`config.mk`:
```
export PLATFORM = sky130hd
export DESIGN_NAME = pds_alloc_ctrl
export DESIGN_NICKNAME = d
export VERILOG_FILES = /design/src/rtl/pds_alloc_ctrl.sv
export SDC_FILE = /design/constraint.sdc
export NUM_CORES = 1
export LEC_CHECK = 0
export ABC_AREA = 0
export BUFFER_PORTS_ARGS = -buffer_cell sky130_fd_sc_hd__buf_4
export CELL_PAD_IN_SITES_DETAIL_PLACEMENT = 2
export CELL_PAD_IN_SITES_GLOBAL_PLACEMENT = 2
export CORE_AREA = 2 2 71 141
export DETAILED_ROUTE_END_ITERATION = 6
export DIE_AREA = 0 0 73 143
export PLACE_DENSITY_LB_ADDON = 0.1
export SETUP_SLACK_MARGIN = 0.4
export SKIP_CTS_REPAIR_TIMING = 1
export SYNTH_ARGS = -nofsm -noshare
export SYNTH_HDL_FRONTEND = slang
export SYNTH_SLANG_ARGS = --single-unit
```
`constraint.sdc`:
```
create_clock -name clk -period 2.7 [get_ports clk]
set_input_delay 0 -clock clk [delete_from_list [all_inputs] [get_ports clk]]
set_output_delay 0 -clock clk [all_outputs]
set_load 0.02 [all_outputs]
```
`src/rtl/pds_alloc_ctrl.sv`:
```
// PoE power allocator: scans eligible ports by priority against a latched budget,
// commits the grant set, then ramps new ports on one at a time with an inrush delay.
module pds_alloc_ctrl #(
    parameter int unsigned numPorts   = 4,
    parameter int unsigned PORT_PWR   = 30,
    parameter int unsigned INRUSH_DLY = 4
) (
    input  logic                  clk,
    input  logic                  rst,
    input  logic [numPorts-1:0]   det,
    input  logic [numPorts-1:0]   off,
    input  logic [2*numPorts-1:0] prio,
    input  logic [7:0]            pwr_bdj,
    input  logic                  ports_off,
    output logic [numPorts-1:0]   on,
    output logic [8:0]            pwr_used
);
    localparam int unsigned      PortW    = (numPorts > 1) ? $clog2(numPorts) : 1;
    localparam logic [9:0]       PwrInc   = 10'(PORT_PWR);
    localparam logic [7:0]       DlyLoad  = 8'(INRUSH_DLY - 1);
    localparam logic [PortW-1:0] LastPort = PortW'(numPorts - 1);

    typedef enum logic [2:0] {StIdle, StScan, StCommit, StRamp, StOff} state_e;

    state_e              state_q;
    logic [numPorts-1:0] on_q, pending_q, target_q;
    logic [8:0]          used_q, pwr_used_q, budget_q;
    logic [7:0]          dly_q;
    logic [1:0]          lvl_q;
    logic [PortW-1:0]    port_q;

    logic [numPorts-1:0] keep, scan_sel, ramp_sel, commit_pend, ramp_pend;
    logic [1:0]          port_prio;
    logic [9:0]          used_sum;
    logic                scan_grant, scan_start, found;

    assign on       = on_q;
    assign pwr_used = pwr_used_q;

    // Ports that survive this edge; anything else is dropped immediately.
    assign keep     = det & ~off;
    assign used_sum = {1'b0, used_q} + PwrInc;

    always_comb begin
        scan_sel  = '0;
        port_prio = 2'd0;
        for (int i = 0; i < numPorts; i++) begin
            if (port_q == PortW'(i)) begin
                scan_sel[i] = 1'b1;
                port_prio   = prio[2*i +: 2];
            end
        end
    end

    always_comb begin
        ramp_sel = '0;
        found    = 1'b0;
        for (int i = 0; i < numPorts; i++) begin
            if (pending_q[i] && !found) begin
                ramp_sel[i] = 1'b1;
                found       = 1'b1;
            end
        end
    end

    assign scan_grant  = (|(scan_sel & keep)) && (port_prio == lvl_q) &&
                         (used_sum <= {1'b0, budget_q});
    assign commit_pend = target_q & ~on_q & keep;
    assign ramp_pend   = ((dly_q == 8'd0) ? (pending_q & ~ramp_sel) : pending_q) & keep;
    assign scan_start  = (state_q == StIdle) ||
                         ((state_q == StCommit) && (commit_pend == '0)) ||
                         ((state_q == StRamp) && (ramp_pend == '0));

    always_ff @(posedge clk) begin
        if (rst) begin
            state_q    <= StIdle;
            on_q       <= '0;
            pending_q  <= '0;
            target_q   <= '0;
            used_q     <= '0;
            pwr_used_q <= '0;
            budget_q   <= '0;
            dly_q      <= '0;
            lvl_q      <= '0;
            port_q     <= '0;
        end else if (ports_off) begin
            state_q    <= StOff;
            on_q       <= '0;
            pending_q  <= '0;
            pwr_used_q <= '0;
        end else begin
            on_q      <= on_q & keep;
            pending_q <= pending_q & keep;
            unique case (state_q)
                StIdle: state_q <= StScan;
                StScan: begin
                    if (scan_grant) begin
                        target_q <= target_q | scan_sel;
                        used_q   <= used_sum[8:0];
                    end
                    if (port_q == LastPort) begin
                        port_q <= '0;
                        lvl_q  <= lvl_q - 2'd1;
                        if (lvl_q == 2'd0) state_q <= StCommit;
                    end else begin
                        port_q <= port_q + PortW'(1);
                    end
                end
                StCommit: begin
                    on_q       <= on_q & target_q & keep;
                    pending_q  <= commit_pend;
                    pwr_used_q <= used_q;
                    dly_q      <= DlyLoad;
                    state_q    <= (commit_pend != '0) ? StRamp : StScan;
                end
                StRamp: begin
                    pending_q <= ramp_pend;
                    if (dly_q == 8'd0) begin
                        on_q  <= (on_q | ramp_sel) & keep;
                        dly_q <= DlyLoad;
                    end else begin
                        dly_q <= dly_q - 8'd1;
                    end
                    if (ramp_pend == '0) state_q <= StScan;
                end
                StOff:   state_q <= StIdle;
                default: state_q <= StIdle;
            endcase
            // Every entry into a scan round starts from a fresh budget snapshot.
            if (scan_start) begin
                state_q  <= StScan;
                budget_q <= {1'b0, pwr_bdj};
                used_q   <= '0;
                target_q <= '0;
                lvl_q    <= 2'd3;
                port_q   <= '0;
            end
        end
    end

endmodule

```
Yosys cells after proc, flatten, opt, wreduce, memory -nomap -nowiden:

Cells that the tools add are included.
Widths: inputs -> output; s select.

* register bits after elaboration: 53
* bits in latches: 0
* bits in writable memories: 0
* memory bits (read-only): 0
* bits of input ports: 27
* output and inout bits: 13
* word-level logic and storage cells: 123
* memories: 0

* $add $sub $neg: 4
* multipliers: 0
* div/mod/pow operators: 0
* $lt $le $gt $ge: 1
* equality and inequality tests: 16
* shifts and indexed selects: 0
* multiplexer cells: 39
* bitwise gates (word level): 17
* reduce and logical (&&, ||, !) cells: 34

Operator list (count)
* $and 4x4->4: 11
* $mux 9: 3
* $mux 2: 11
* $mux 4: 5
* $pmux 4 s2: 2
* $pmux 8 s2: 1
* $mux 3: 5
* $reduce_and 3->1: 5
* $not 4->4: 3
* $pmux 3 s4: 1
* $add 9x5->10 const B: 1
* $le 10x8->1: 1
* $mux 1: 10
* $logic_not 4->1: 2
* $logic_not 8->1: 1
* $mux 8: 1
* $ne 4x4->1 const B: 2
* $or 4x4->4: 2
* $reduce_bool 2->1: 4
* $sub 8x1->8 const B: 1
* $logic_and 1x1->1: 7
* $eq 3x2->1 const B: 2
* $ne 3x3->1 const B: 2
* $reduce_and 2->1: 3
* other kinds (19): 25

Logic depth before layout (Yosys ltp):

Gate-level depths: netlist of run 1.

* depth after elaboration: 19
* depth in mapped cells: 13

Least setup slack after synthesis of run 1:

OpenSTA, ideal clock, no wires.

* path type: register to register
* start point: register used_q[1]
* end point: register target_q[1]
* arrival: 2.667 ns
* path slack: -0.028 ns
* stages on the path, launching flop included: 13
* path buffers: 1
* cell sequence: dfxtp_1 > inv_1 > ha_1 > nor2b_1 > or2_2 > ha_1 > and4_1 > a221oi_2 > o21ai_1 > a211oi_2 > and2_4 > buf_6 > a32o_1

* longest elaborated chain between the ends: 5

Ends and longest elaborated chain
* from (decl): line 27 `logic [8:0] used_q, pwr_used_q, budget_q;`
* from (signal assigned): line 99 `used_q <= used_sum[8:0];`
* $add 9x5->10: line 42 `assign used_sum = {1'b0, used_q} + PwrInc;`
* $le 10x8->1: line 67 `(used_sum <= {1'b0, budget_q});`
* $logic_and 1x1->1: line 66 `assign scan_grant = (|(scan_sel & keep)) && (port_prio == lvl_q) &&`
* $reduce_bool 2->1 (no source line)
* $reduce_and 3->1 (no source line)
* to (signal assigned): line 98 `target_q <= target_q | scan_sel;`
* to (decl): line 26 `logic [numPorts-1:0] on_q, pending_q, target_q;`

No other way between the ends.
A chain may end at the register's enable or synchronous reset.

Worst setup path after layout of run 1:

* start point: register used_q[2]
* end point: register used_q[2]

* longest elaborated chain between the ends: 5
* elaborated cells on any way between the ends: 8

Ends and longest elaborated chain (line)
* $add 9x5->10 *: 42
* $le 10x8->1: 67
* $logic_and 1x1->1: 66
* $reduce_bool 2->1 (no source line)
* $reduce_and 3->1 (no source line)

Mark *: on every way between the ends. The rest lies on a longest branch, timed or not. The select of a mux whose other input is x is not followed.

==> results.sh, run 1 <==
export IMPL_outcome="finished, final reports clean"
export IMPL_die_x_um=73
export IMPL_drt_total_wl_um=9730
export IMPL_dp_hpwl_um=7600
export IMPL_finalCritPeriodShare_pct=96.5
export IMPL_syn_inst=338
export IMPL_grt_max_degree=28
export IMPL_required_ps=2940
export IMPL_layout_nets=440
export IMPL_p_int_mw=1.25
export IMPL_io_pins=40
export IMPL_power_switching_mw=0.402
export IMPL_vias_per_cell=5.42
export IMPL_rrSetupSlack_ps=90
export IMPL_yosysSeqAreaShare_pct=35.9
export IMPL_synth_area_leader_cell="dfxtp_1"
export IMPL_num_rows=50
export IMPL_grt_overflow=0
export IMPL_worst_hold_slack_ps=19.2
export IMPL_synth_warnings=0
export IMPL_place_gp_congestion=0.841
export IMPL_start_util_pct=30.5
export IMPL_clk_pin_slew_worst_paths_ps=70
export IMPL_worstPathMaxFanout=6
export IMPL_synth_nets=379
export IMPL_grt_pass1_vias=2924
export IMPL_fin_ws_ps=94.1
export IMPL_drt_first_iter_violations=75
export IMPL_synthTopCellsByArea="dfxtp_1, ha_1, nand2_1"
export IMPL_cts_buffers=5
export IMPL_clock_skew_ps=10.8
export IMPL_setup_viol=0
export IMPL_dr_total_vias=2730
export IMPL_root_buffer="clkbuf_16"
export IMPL_p_leak_nw=1.45
export IMPL_fin_util_pct=39.6
export IMPL_dieHeight_um=143
export IMPL_setup_tns_ps=0
export IMPL_clock_path_buffers=2
export IMPL_drive_above_1_share_pct=23.5
export IMPL_die_area_um2=10400
export IMPL_end_kind="register"
export IMPL_core_um2=9320
export IMPL_grt_usage_pct=19.5
export IMPL_syn_area_per_cell_um2=8.41
export IMPL_p_per_area_nw_per_um2=448
export IMPL_synth_edff_count=0
export IMPL_cts_tree="done"
export IMPL_first_pass_iters=4
export IMPL_antennaDiodeCount=0
export IMPL_hold_path_class="in -> reg"
export IMPL_grt_pass1_wl_um=15100
export IMPL_portBuffers=38
export IMPL_area_growth_pct=29.9
export IMPL_p_comb_share_pct=11.4
export IMPL_drcViolationCount=0
export IMPL_synth_top_area_share_pct=35.9
export IMPL_ir_drop_mv=0.282
export IMPL_finalMaxSlewViolations=0
export IMPL_hold_violations=0
export IMPL_swShare_pct=24.3
export IMPL_synth_ff_type="dfxtp_1"
export IMPL_htreeDepth=2
export IMPL_fmax_mhz=384
export IMPL_clkSinkCount=51
export IMPL_wl_per_cell_um=19.3
export IMPL_netlist_cell_type_count=62
export IMPL_synth_seq_cells=51
export IMPL_ant_nets=0
export IMPL_tightest_slew_ps=619
export IMPL_period_needed_ps=2610
export IMPL_async_reset_ff_share_pct=0
export IMPL_power_frac_seq_pct=46.7
export IMPL_power_frac_clock_pct=41.9
export IMPL_synthesis_area_um2=2840
export IMPL_startpoint_type="register"
export IMPL_slew_headroom_pct=58.6
export IMPL_grt_antenna_before_repair=0
export IMPL_drv_cap=0
export IMPL_clock_latency_ps=300
export IMPL_arrival_ps=2840
export IMPL_criticalPathCategory="reg -> reg"
export IMPL_rsz0062_at_grt="yes"
export IMPL_place_ws_ps=2.82
[sequential cells by signal (all words and copies together) (netlist names), 3 cells and up]
| name | cells |
|---|---|
| used_q | 8 |
| budget_q | 8 |
| dly_q | 8 |
| pwr_used | 8 |
| target_q | 4 |
| on | 4 |
| pending_q | 4 |
| state_q | 3 |
[worst paths after layout]
path	startpoint	to	depth (start not counted)
min reg2reg	pwr_used[3]	pwr_used[3]	2
min	off[1]	on[1]	3
max	used_q[2]	used_q[2]	12
max reg2reg	used_q[2]	used_q[2]	12
[layout make-up]
cell class,instances,area (µm²)
Tap cell,104,130
Clock buffer,7,153
Multi-Input combinational cell,248,1720
Sequential cell,51,1030
Fill cell,1060,5630
Timing Repair Buffer,68,551
Clock inverter,1,7.51
Inverter,25,101
[layout by cell type, fill, tap and decap left out, drive strengths merged, types with 2 or more instances in the layout]
master | Yosys | final
a22oi | 3 | 3
nor2 | 36 | 36
a31oi | 5 | 5
o21a | 2 | 2
o211ai | 5 | 5
a211o | 2 | 2
mux2i | 10 | 10
dlygate4sd3 | 0 | 11
nand4 | 3 | 3
nand3 | 7 | 7
nand3b | 5 | 5
nor3b | 2 | 2
o21ai | 8 | 8
nor3 | 13 | 13
nand2b | 5 | 5
buf | 9 | 57
a21oi | 23 | 23
and4bb | 3 | 3
xnor2 | 6 | 6
o211a | 2 | 2
nor2b | 10 | 10
nand2 | 38 | 38
o2111ai | 2 | 2
and3 | 3 | 3
o41ai | 2 | 2
dfxtp | 51 | 51
a221oi | 4 | 4
ha | 14 | 14
and2 | 3 | 4
nor4 | 3 | 3
inv | 25 | 25
clkbuf | 6 | 7
nor4b | 2 | 2
xor2 | 2 | 2
o31ai | 5 | 5
a32o | 5 | 5
[power by group through the flow]
stage	Clock, mW	Sequential, mW	Combinational, mW
5_1_grt	0.747	0.773	0.207
3_5_place_dp	0	0.790	0.170
2_1_floorplan	0	0.787	0.0965
4_1_cts	0.722	0.772	0.171
3_3_place_gp	0	0.789	0.166
6_report	0.694	0.772	0.189
[cell families (layout without fill, tap and decap cells)]
| logic type | after synthesis | in the layout | share of synthesized area [%] |
|---|---|---|---|
| AND/OR/NAND/NOR | 138 | 139 | 25.9 |
| AO/OA/AOI/OAI | 76 | 76 | 19.2 |
| flip-flops | 51 | 51 | 35.9 |
| buffers and inverters | 40 | 101 | 6.69 |
| adder cells (fa/ha/maj) | 14 | 14 | 6.16 |
| multiplexers | 10 | 10 | 3.52 |
| XOR/XNOR | 8 | 8 | 2.46 |
| other | 1 | 1 | 0.132 |
[Yosys cell counts (3+ instances only)]
cell and count:
a21oi_1 23, a22oi_1 3, a31oi_1 5, a32o_1 5
and3_1 3, buf_2 4, clkbuf_1 6, dfxtp_1 51
ha_1 14, inv_1 25, mux2i_1 10, nand2_1 38
nand2b_1 5, nand3_1 6, nand3b_1 5, nor2_1 36
nor2b_1 10, nor3_1 10, nor4_1 3, o211ai_1 5
o21ai_0 6, o31ai_1 5, xnor2_1 6
[worst max-delay path: stages (launching register included)]
cell and delay, ps:
dfxtp_2 390, inv_4 60, ha_4 160, nor3b_4 150, xnor2_1 130, ha_1 320
a211o_1 290, a221oi_2 190, o21ai_1 110, a211oi_2 210, buf_4 160, and2_4 220
a32o_1 140
[through the flow]
stage / cells / total power, mW / area, µm²
global route: 504 / 1.73 / 3690
detailed placement: 479 / 0.960 / 3310
CTS: 487 / 1.67 / 3470
finish: 504 / 1.65 / 3690
floorplan: 338 / 0.884 / 2880
global placement: 479 / 0.955 / 3310
[metal layers]
layer | vias up | routed length (µm) | global-route usage, %
met5 | - | 0 | 0
met4 | 0 | 214 | 7.41
met3 | 10 | 179 | 1.98
met2 | 37 | 5970 | 40.6
met1 | 1366 | 3360 | 18.0
li1 | 1317 | - | -
No activity file was read; power rests on OpenSTA's default activity.
==> run 2, diff against run 1 <==
==> constraint.sdc (replaced) <==
create_clock -name clk -period 2.7 [get_ports clk]
set_input_delay 0.54 -clock clk [delete_from_list [all_inputs] [get_ports clk]]
set_output_delay 0.54 -clock clk [all_outputs]
set_load 0.02 [all_outputs]
==> run 2 against run 1 <==
  * Cell count shrank 1.6%
  * Clock power rose by 7.5%
  * Combinational power down 8%
  * Critical endpoint unchanged
  * Non-clock buffer count down 7
  * Register-to-register slack got worse by 80 ps
  * Core utilization shrank 0.97 points
  * Critical path type unchanged
  * Flip-flop and latch count did not move
==> results.sh, run 2 (synthesis results as in run 1) <==
export IMPL_required_ps=2890
export IMPL_power_total_mw=1.69
export IMPL_timing_rr_end="used_q[2]"
export IMPL_finalCritPeriodShare_pct=99.6
export IMPL_place_ws_ps=-13.8
export IMPL_hold_path_class="reg -> reg"
export IMPL_clkSinkCount=51
export IMPL_grt_max_degree=28
export IMPL_clock_latency_ps=300
export IMPL_core_um2=9320
export IMPL_start_util_pct=30.5
export IMPL_grt_pass1_wl_um=15500
export IMPL_tightest_slew_ps=553
export IMPL_hold_path_end="pwr_used[2]"
export IMPL_rr_worst_depth=11
export IMPL_grt_pass1_vias=2979
export IMPL_hold_violations=0
export IMPL_num_rows=50
export IMPL_drt_total_wl_um=9870
export IMPL_drcViolationCount=0
export IMPL_slew_headroom_pct=62.9
export IMPL_die_area_um2=10400
export IMPL_ant_nets=0
export IMPL_finalMaxSlewViolations=0
export IMPL_end_kind="register"
export IMPL_dr_total_vias=2731
export IMPL_outcome="finished, final reports clean"
export IMPL_arrival_ps=2880
export IMPL_place_gp_congestion=0.810
export IMPL_fin_util_pct=38.7
export IMPL_cts_buffers=5
export IMPL_hold_path_startpoint="pwr_used[2]"
export IMPL_setup_viol=0
export IMPL_rrSetupSlack_ps=10
export IMPL_period_needed_ps=2690
export IMPL_drt_first_iter_violations=78
export IMPL_rsz0062_at_grt="yes"
export IMPL_drive_above_1_share_pct=23.5
export IMPL_root_buffer="clkbuf_16"
export IMPL_layout_nets=432
export IMPL_dpl_cell_area_um2=3320
export IMPL_drv_cap=0
export IMPL_clock_skew_ps=12.2
export IMPL_ir_drop_mv=0.279
export IMPL_first_pass_iters=4
export IMPL_p_leak_nw=1.43
export IMPL_layout_common_cells="buf_4, dfxtp_1, nand2_1"
export IMPL_dp_hpwl_um=7590
export IMPL_clock_path_buffers=2
export IMPL_startpoint_type="register"
export IMPL_cts_tree="done"
export IMPL_grt_usage_pct=19.7
export IMPL_r2r_start="used_q[4]"
export IMPL_final_common_cell="buf_4"
export IMPL_clk_pin_slew_worst_paths_ps=70
export IMPL_io_pins=40
export IMPL_wl_per_cell_um=19.9
export IMPL_fmax_mhz=372
export IMPL_portBuffers=38
export IMPL_htreeDepth=2
export IMPL_grt_antenna_before_repair=0
export IMPL_grt_overflow=0
export IMPL_final_area_um2=3600
export IMPL_worstPathMaxFanout=4
export IMPL_area_growth_pct=26.8
export IMPL_criticalPathCategory="reg -> reg"
export IMPL_die_x_um=73
export IMPL_vias_per_cell=5.51
export IMPL_fin_ws_ps=11.1
export IMPL_dieHeight_um=143
export IMPL_holdPathStages=2
export IMPL_antennaDiodeCount=0
export IMPL_p_per_area_nw_per_um2=469
-- run 2: cell types whose count changed in the layout (fill, tap and decap cells not counted), moves of 2 or more --
cell | previous run | this run
dlygate4sd3_1 | 11 | 0
buf_4 | 56 | 59
nand3_2 | 2 | 0
buf_6 | 0 | 2
clkbuf_8 | 2 | 0
clkinv_4 | 0 | 2
dfxtp_1 | 47 | 49
dfxtp_2 | 3 | 0
-- run 2: critical path, stage by stage (launching register included) --
cell,delay (ps)
dfxtp_1,390
buf_4,180
nor3b_4,210
xnor2_1,150
ha_1,270
a211o_1,320
a221oi_2,180
o21ai_1,110
a211oi_2,300
buf_4,190
a21oi_4,60
a32o_1,230
-- run 2: layout make-up --
cell class	count	area (µm²)
inverter	25	101
tap	104	130
timing repair buffer	61	465
fill	1102	5720
clock buffer	5	125
sequential	51	1030
clock inverter	3	43.8
multi-input combinational	247	1710
-- run 2: how the worst max path moves through the flow --
stage               from           to
2_1_floorplan  used_q[1]  target_q[1]
3_3_place_gp   used_q[1]    used_q[2]
3_5_place_dp   used_q[1]    used_q[2]
4_1_cts        used_q[1]    used_q[2]
5_1_grt        used_q[2]    used_q[1]
6_report       used_q[4]    used_q[2]
-- run 2: routing by layer --
layer / vias up / wire, µm / GRT usage (%)
met4: 0 / 362 / 9.75
li1: 1306 / - / -
met3: 20 / 169 / 2.12
met2: 43 / 5920 / 39.5
met1: 1362 / 3420 / 18.3
met5: - / 0 / 0
-- run 2: report_power, final --
group	switching, mW	leakage [nW]	internal, mW
clock	0.308	0.0838	0.438
combinational	0.0918	0.929	0.0813
sequential	0.00890	0.415	0.761
total	0.409	1.43	1.28
-- run 2: per-stage QoR --
step                TNS, ps  std cells  hold slack (ps)
floorplan                 0        338              444
global placement          0        481              449
detailed placement    -13.8        481              460
CTS                   -75.7        489              470
global route          -1120        496              493
finish                    0        496              463
